### src/rtl/counter_pkg.sv
// counter_pkg: shared definitions for the counter sweep controller.
//   - state_t : sequencer states (idle, running a sweep, end-of-sweep pulse)
//   - DIR_UP / DIR_DOWN : direction encoding used on cmd_dir and dir
package counter_pkg;

  typedef enum logic [1:0] {
    ST_IDLE = 2'd0,
    ST_RUN  = 2'd1,
    ST_DONE = 2'd2
  } state_t;

  localparam logic DIR_UP   = 1'b1;
  localparam logic DIR_DOWN = 1'b0;

endpackage

### src/rtl/mod_n_step_unit.sv
// mod_n_step_unit: combinational single step of a mod-N up/down counter.
// Ports:
//   i_count      - current count, expected in 0..N-1
//   i_dir        - current direction (DIR_UP / DIR_DOWN)
//   i_pingpong   - 1: reverse direction at the boundary, 0: wrap around
//   o_next_count - count after one step, always in 0..N-1
//   o_next_dir   - direction after the step (changes only on a pingpong reversal)
//   o_wrap_evt   - 1 when this step wraps modulo N (wrap mode only)
module mod_n_step_unit
  import counter_pkg::*;
#(
  parameter int unsigned N = 16,
  parameter int unsigned B = 4
) (
  input  logic [B-1:0] i_count,
  input  logic         i_dir,
  input  logic         i_pingpong,
  output logic [B-1:0] o_next_count,
  output logic         o_next_dir,
  output logic         o_wrap_evt
);

  localparam logic [B-1:0] CntMax   = B'(N - 1);
  localparam logic [B-1:0] CntMaxM1 = B'(N - 2);
  localparam logic [B-1:0] CntOne   = B'(1);

  always_comb begin
    o_next_count = i_count;
    o_next_dir   = i_dir;
    o_wrap_evt   = 1'b0;
    if (i_dir == DIR_UP) begin
      // >= rather than == so an out-of-range value can never step further up
      if (i_count >= CntMax) begin
        if (i_pingpong) begin
          o_next_dir   = DIR_DOWN;
          o_next_count = CntMaxM1;
        end else begin
          o_next_count = '0;
          o_wrap_evt   = 1'b1;
        end
      end else begin
        o_next_count = i_count + 1'b1;
      end
    end else begin
      if (i_count == '0) begin
        if (i_pingpong) begin
          o_next_dir   = DIR_UP;
          o_next_count = CntOne;
        end else begin
          o_next_count = CntMax;
          o_wrap_evt   = 1'b1;
        end
      end else if (i_count > CntMax) begin
        o_next_count = CntMax;
      end else begin
        o_next_count = i_count - 1'b1;
      end
    end
  end

endmodule

### src/rtl/counter_sweep_ctrl.sv
// counter_sweep_ctrl: command-driven sequencer for a mod-N up/down count register.
// A host issues a sweep (direction, wrap/pingpong mode, step count); the count
// then steps once per cycle until the steps are exhausted or the sweep is aborted.
// Ports:
//   i_clk, i_rst     - clock; synchronous active-high reset
//   i_cmd_valid      - command present; accepted when o_cmd_ready is high
//   o_cmd_ready      - high only in idle
//   i_cmd_dir        - 1 = up, 0 = down
//   i_cmd_pingpong   - 1 = reverse at the boundary instead of wrapping
//   i_cmd_len        - number of steps in the sweep
//   i_hold           - freeze stepping while high
//   i_abort          - end the active sweep (wins over hold)
//   o_count, o_dir   - registered count and direction
//   o_busy           - high while a sweep is running
//   o_done           - one-cycle end-of-sweep pulse
//   o_wrap           - one-cycle pulse, coincident with the wrapped count value
module counter_sweep_ctrl
  import counter_pkg::*;
#(
  parameter int unsigned N = 16,
  parameter int unsigned B = 4,
  parameter int unsigned L = 8
) (
  input  logic         i_clk,
  input  logic         i_rst,
  input  logic         i_cmd_valid,
  output logic         o_cmd_ready,
  input  logic         i_cmd_dir,
  input  logic         i_cmd_pingpong,
  input  logic [L-1:0] i_cmd_len,
  input  logic         i_hold,
  input  logic         i_abort,
  output logic [B-1:0] o_count,
  output logic         o_dir,
  output logic         o_busy,
  output logic         o_done,
  output logic         o_wrap
);

  state_t         r_state;
  logic [B-1:0]   r_count;
  logic           r_dir;
  logic           r_pp;
  logic [L-1:0]   r_remaining;
  logic           r_busy;
  logic           r_done;
  logic           r_wrap;
  logic           r_ready;

  logic [B-1:0]   w_next_count;
  logic           w_next_dir;
  logic           w_wrap_evt;

  mod_n_step_unit #(
    .N (N),
    .B (B)
  ) u_step (
    .i_count      (r_count),
    .i_dir        (r_dir),
    .i_pingpong   (r_pp),
    .o_next_count (w_next_count),
    .o_next_dir   (w_next_dir),
    .o_wrap_evt   (w_wrap_evt)
  );

  always_ff @(posedge i_clk) begin
    if (i_rst) begin
      r_state     <= ST_IDLE;
      r_count     <= '0;
      r_dir       <= DIR_UP;
      r_pp        <= 1'b0;
      r_remaining <= '0;
      r_busy      <= 1'b0;
      r_done      <= 1'b0;
      r_wrap      <= 1'b0;
      r_ready     <= 1'b1;
    end else begin
      // Pulses default low; only a wrapping step or end of sweep raises them.
      r_wrap <= 1'b0;
      r_done <= 1'b0;
      unique case (r_state)
        ST_IDLE: begin
          if (i_cmd_valid) begin
            r_dir       <= i_cmd_dir;
            r_pp        <= i_cmd_pingpong;
            r_remaining <= i_cmd_len;
            r_ready     <= 1'b0;
            if (i_cmd_len == '0) begin
              r_state <= ST_DONE;
              r_done  <= 1'b1;
            end else begin
              r_state <= ST_RUN;
              r_busy  <= 1'b1;
            end
          end
        end
        ST_RUN: begin
          if (i_abort) begin
            r_state <= ST_DONE;
            r_busy  <= 1'b0;
            r_done  <= 1'b1;
          end else if (!i_hold) begin
            r_count     <= w_next_count;
            r_dir       <= w_next_dir;
            r_wrap      <= w_wrap_evt;
            r_remaining <= r_remaining - 1'b1;
            if (r_remaining == L'(1)) begin
              r_state <= ST_DONE;
              r_busy  <= 1'b0;
              r_done  <= 1'b1;
            end
          end
        end
        ST_DONE: begin
          r_state <= ST_IDLE;
          r_ready <= 1'b1;
        end
        default: begin
          r_state <= ST_IDLE;
          r_busy  <= 1'b0;
          r_ready <= 1'b1;
        end
      endcase
    end
  end

  assign o_cmd_ready = r_ready;
  assign o_count     = r_count;
  assign o_dir       = r_dir;
  assign o_busy      = r_busy;
  assign o_done      = r_done;
  assign o_wrap      = r_wrap;

endmodule
### config.mk
export PLATFORM = sky130hd
export DESIGN_NAME = counter_sweep_ctrl
export DESIGN_NICKNAME = d
export VERILOG_FILES = /design/src/rtl/counter_pkg.sv /design/src/rtl/mod_n_step_unit.sv /design/src/rtl/counter_sweep_ctrl.sv
export SDC_FILE = /design/constraint.sdc
export NUM_CORES = 1
export LEC_CHECK = 0
export ABC_CLOCK_PERIOD_IN_PS = 2500
export CORE_MARGIN = 2
export CORE_UTILIZATION = 51
export DETAILED_ROUTE_END_ITERATION = 7
export PLACE_DENSITY = 0.8
export SETUP_SLACK_MARGIN = 0.3
export SYNTH_ARGS = -nofsm -noshare
export SYNTH_HDL_FRONTEND = slang
export SYNTH_HIERARCHICAL = 1
export SYNTH_SLANG_ARGS = --single-unit
### constraint.sdc
create_clock -name i_clk -period 2.5 [get_ports i_clk]
set_input_delay 0.625 -clock i_clk [delete_from_list [all_inputs] [get_ports i_clk]]
set_output_delay 0.625 -clock i_clk [all_outputs]
set_load 0.05 [all_outputs]
Word-level counts from Yosys, hierarchy flattened:

Cells that the tools add are included.
Widths: inputs -> output; s select.

* bits in registers: 20
* input port bits: 15
* output and inout bits: 9
* word-level logic and storage cells: 80

* add/sub/neg operators: 3
* magnitude comparators: 2
* eq/ne operators: 9
* muxes and demuxes: 42
* bitwise logic cells: 4
* reduce and logical (&&, ||, !) cells: 11

Operators with widths (count)
* $mux 4: 6
* $mux 8: 3
* $mux 1: 22
* $pmux 8 s2: 1
* $mux 2: 5
* $eq 8x1->1 const B: 1
* $logic_not 8->1: 1
* $ne 2x2->1 const B: 4
* $sub 8x1->8 const B: 1
* $ne 3x3->1 const B: 2
* $pmux 1 s2: 3
* $reduce_and 3->1: 2
* $reduce_and 5->1: 1
* $add 4x1->4 const B: 1
* $ge 4x4->1 const B: 1
* $gt 4x4->1 const B: 1
* $logic_not 4->1: 1
* $not 1->1: 4
* $pmux 2 s2: 1
* $reduce_and 2->1: 2
* $reduce_and 4->1: 1
* $reduce_or 4->1: 1
* $sub 4x1->4 const B: 1
* $pmux 1 s3: 1
* other kinds (4): 4

Depth between registers and ports, before layout:

* depth in word-level cells: 6
* depth in mapped cells: 8
* mapped depth without buffers: 8

Cells and area by module:

The synthesis kept the hierarchy.

Modules (own cells, without submodules)
* counter_sweep_ctrl: times used 1, cells each 117, area each 1003.5 µm², seq. area each 400.4 µm²
* mod_n_step_unit: times used 1, cells each 44, area each 291.5 µm², seq. area each 0.0 µm²

Worst setup path before layout:

No wires, ideal clock.

* path type: register to register
* start point: reg r_count[0], in the netlist o_count[0]
* end point: reg r_dir, in the netlist o_dir
* library setup time: 0.120 ns
* arrival: 1.842 ns
* data required time: 2.380 ns
* path slack: 0.539 ns
* stages on the path, launching flop included: 9
* path buffers: 0
* period minus slack after synthesis: 1.961 ns
* cells stage by stage: dfxtp_1 -> inv_1 -> ha_1 -> nor3b_2 -> a21oi_1 -> a31oi_1 -> nand2_1 -> a21oi_1 -> a211o_1

* longest elaborated chain between the ends: 6
* elaborated cells on any way between the ends: 8
* classes of those cells: order compare (1); mux (6); reduce/logical (1)

RTL lines
* start, declared: line counter_sweep_ctrl.sv:41 `logic [B-1:0] r_count;`
* start signal, assigned: line counter_sweep_ctrl.sv:103 `r_count <= w_next_count;`
* $ge 4x4->1 / $logic_not 4->1 (equally long branches): line mod_n_step_unit.sv:33, mod_n_step_unit.sv:45
* $mux 1 (on tied branches): line mod_n_step_unit.sv:33, mod_n_step_unit.sv:45
* $mux 1 *: line mod_n_step_unit.sv:31 `if (i_dir == DIR_UP) begin`
* named net w_next_dir: line counter_sweep_ctrl.sv:51 `logic w_next_dir;`
* $mux 1 *: line counter_sweep_ctrl.sv:102 `end else if (!i_hold) begin`
* $mux 1 *: line counter_sweep_ctrl.sv:98 `if (i_abort) begin`
* $pmux 1 s2 *: line counter_sweep_ctrl.sv:81 `unique case (r_state)`
* end signal, assigned: line counter_sweep_ctrl.sv:84 `r_dir <= i_cmd_dir;`
* end signal, assigned: line counter_sweep_ctrl.sv:104 `r_dir <= w_next_dir;`
* end, declared: line counter_sweep_ctrl.sv:42 `logic r_dir;`

Mark *: on every way through the listed nets, which the timed path passes. The rest lies on a longest branch. The select of a mux whose other input is x is not followed.
A chain may end at the register's enable or synchronous reset.

Worst setup path in the final report:

* start point: reg r_dir, in the netlist o_dir
* end point: out o_dir

RTL lines
* end, declared: line counter_sweep_ctrl.sv:34 `output logic o_dir,`

No word-level cell between the ends.

==> impl_metrics.py <==
metrics = {
    "clocking": {
        "clkSlewWorstSetupHoldPaths_ns": 0.12,
        "cts_repair_resize_count": 3,
        "tritoncts": "done",
        "clock_sink_count": 20,
        "clk_root_buffer_cell": "clkbuf_4",
        "worst_skew_pair.late_latency_ns": 0.31,
        "cts_max_path_buffers": 2,
        "cts_max_level": 1,
        "postCtsSetupRepairBufs": 0,
        "numCtsBuffers": 3,
        "postCtsHoldBufs": 0,
    },
    "min_path": {
        "hold_class": "flop to flop",
    },
    "setup_path": {
        "path_buf_inv": 1,
        "cp-start-kind": "flop",
        "cells_along_the_critical_path": "clkdlybuf4s50_1",
        "critPathMaxStageDelay_ns": 0.81,
        "crit_arrival_ns": 1.48,
        "crit_required_ns": 1.88,
        "worstSetupEndpointType": "output port",
        "critical-path-top-delay-family": "buffers and inverters",
        "cp_max_fo": 2,
        "worstSetupPathType": "flop to output port",
        "cp_slowest_cell": "clkdlybuf4s50_1",
    },
    "global_routing": {
        "number_of_antenna_violations_at_the_first_check_in_global_routing": 0,
        "grt_pass1_wl_um": 5250,
        "grt_usage": 0.243,
        "grt_overflow_total": 0,
        "first_global_vias": 1141,
        "pin_count_of_the_biggest_net_entering_global_routing": 18,
    },
    "cells_and_area": {
        "antenna_cells_inserted": 0,
        "highest_count_cells_in_the_layout_ignoring_fill_and_taps": "20 x clkdlybuf4s50_1, 20 x dfxtp_1, 15 x a21oi_1",
        "multi_input_comb_area_sq_um": 811,
        "final_nets": 202,
        "fin_area_sq_um": 1600,
        "fillCellCount": 217,
        "final_layout_size_suffix_gt1_frac": 0.0934,
        "areaGrowthSynthToFinish_pct": 23.2,
        "final-seq-area_sq_um": 400,
    },
    "detailed_routing": {
        "via_count": 1289,
        "drt-vias-per-instance": 6.08,
        "drc_errors": 0,
        "drt_first_pass_iters": 5,
        "routedWlPerCell_um": 15.2,
        "antenna_violating_nets_left": 0,
        "routed_wl_um": 3230,
        "first_iter_violations": 69,
    },
    "placement": {
        "placement.cell_area_sq_um": 1550,
        "gpl_congestion": 0.853,
        "port_buffers": 23,
        "hpwlAfterDp_um": 2250,
    },
    "floorplan": {
        "floorplan.die_area_sq_um": 2960,
        "chipWidth_um": 54.4,
        "fp-row-count": 18,
        "pin_count": 24,
        "floorplan.core_area_sq_um": 2430,
        "starting_utilization_of_the_core_area": 0.532,
        "die_y_um": 54.4,
    },
    "sta": {
        "worst_rel_slew_slack": 0.594,
        "hold_slack_ns": 0.508,
        "fmax_mhz": 474,
        "tightestPinTransition_ns": 0.609,
        "fin_tns_setup_ns": 0,
        "hold_violations": 0,
        "final_critical_path_share_of_the_clock_period": 0.843,
        "finalSetupViolCount": 0,
        "period_minus_slack_ns": 2.11,
        "rsz0062_at_grt": "no",
        "maxSlewViolCount": 0,
        "clock-skew-final_ns": 0.00667,
    },
    "logic_synthesis": {
        "postSynthCellCount": 161,
        "yosysSeqAreaShare": 0.309,
        "synthesis.nets": 180,
        "yosys.cell_types.count": 44,
        "synthFlopType": "dfxtp_1",
        "postSynth.asyncResetShare": 0,
        "synth_enable_flop_cells": 0,
        "synth_warnings": 6,
        "syn_area_per_cell_sq_um": 8.04,
        "flip_flop_and_latch_count_after_synthesis": 20,
        "post_synth_instance_area_sq_um": 1290,
    },
    "power": {
        "power_per_cell_area_nw_per_um2": 556,
        "vdd.ir_drop.worst_mv": 0.331,
        "total_power_w": 0.000887,
        "leakagePower_nw": 0.595,
    },
    "job": {
        "maxCapViolCount": 0,
    },
    "status": {
        "run_status": "finished clean",
    },
}
## cell usage after synthesis, types with 3 or more instances
cell,instances,area (sq um)
dfxtp_1,20,400
a21oi_1,15,75.1
nor2_1,14,52.6
o21ai_0,12,60.1
nand2_1,9,33.8
inv_1,8,30.0
mux2i_1,6,60.1
a211oi_1,5,37.5
clkbuf_1,5,18.8
nand2b_1,5,31.3
nor4_1,5,31.3
a211o_1,4,35.0
a31oi_1,4,25.0
ha_1,4,50.1
nor3_1,4,20.0
buf_2,3,15.0
nand3_1,3,15.0
nor2b_1,3,18.8
## flip-flops by register name (all words and copies together) (netlist names)
| register | cells |
|---|---|
| r_pp | 1 |
| o_count | 4 |
| r_remaining | 8 |
| r_state | 2 |
| o_busy | 1 |
| o_done | 1 |
| o_dir | 1 |
| o_wrap | 1 |
| o_cmd_ready | 1 |
## per-layer routing
metal / vias to the layer above / track usage / share of wire / wire length (um)
met3: 2 / 0.0328 / 0.068 / 218
met4: 0 / 0.0833 / 0.0022 / 7
li1: 630 / - / - / -
met5: - / 0 / 0 / 0
met2: 51 / 0.416 / 0.48 / 1550
met1: 606 / 0.312 / 0.45 / 1460
## cell type report
type | count | share of cell area
Inverter | 8 | 0.0188
Sequential cell | 20 | 0.251
Tap cell | 30 | 0.0235
Clock buffer | 3 | 0.0141
Timing Repair Buffer | 28 | 0.165
Multi-Input combinational cell | 122 | 0.508
Clock inverter | 1 | 0.0188
## logic make-up after synthesis
group / count (synthesis) / synth area share
simple gates: 61 / 0.287
buf+inv: 19 / 0.0647
fa+ha+maj: 4 / 0.0386
mux: 6 / 0.0464
compound gates: 51 / 0.254
flops: 20 / 0.309
## report_power, final
part	internal (W)	total, W	leakage, nW	switching [W]
combinational	0.000114	0.000247	0.403	0.000134
sequential	0.000342	0.000370	0.164	0.0000280
clock	0.000162	0.000270	0.0279	0.000107
## worst reg2reg max path: cells and delay by family (launching register included)
| family | cells | cell delay [ns] |
|---|---|---|
| AND/OR/NAND/NOR | 3 | 1.16 |
| flip-flops | 1 | 0.38 |
| AO/OA/AOI/OAI | 1 | 0.36 |
## worst paths after layout
check	from	endpoint	slack, ns	cells past startpoint
hold / removal	o_cmd_ready	o_cmd_ready	0.51	2
hold reg to reg	o_cmd_ready	o_cmd_ready	0.51	2
setup reg to reg	r_remaining[2]	r_remaining[7]	0.49	4
setup / recovery	o_dir	o_dir	0.39	1
## through the flow
step | utilization | setup slack [ns] | std cells
after detailed placement | 0.636 | 0.342 | 208
final | 0.656 | 0.392 | 212
after CTS | 0.656 | 0.365 | 212
after global placement | 0.636 | 0.394 | 208
after floorplan | - | 0.539 | 161
after global routing | 0.656 | 0.321 | 212
No activity file was read; power rests on OpenSTA's default activity.
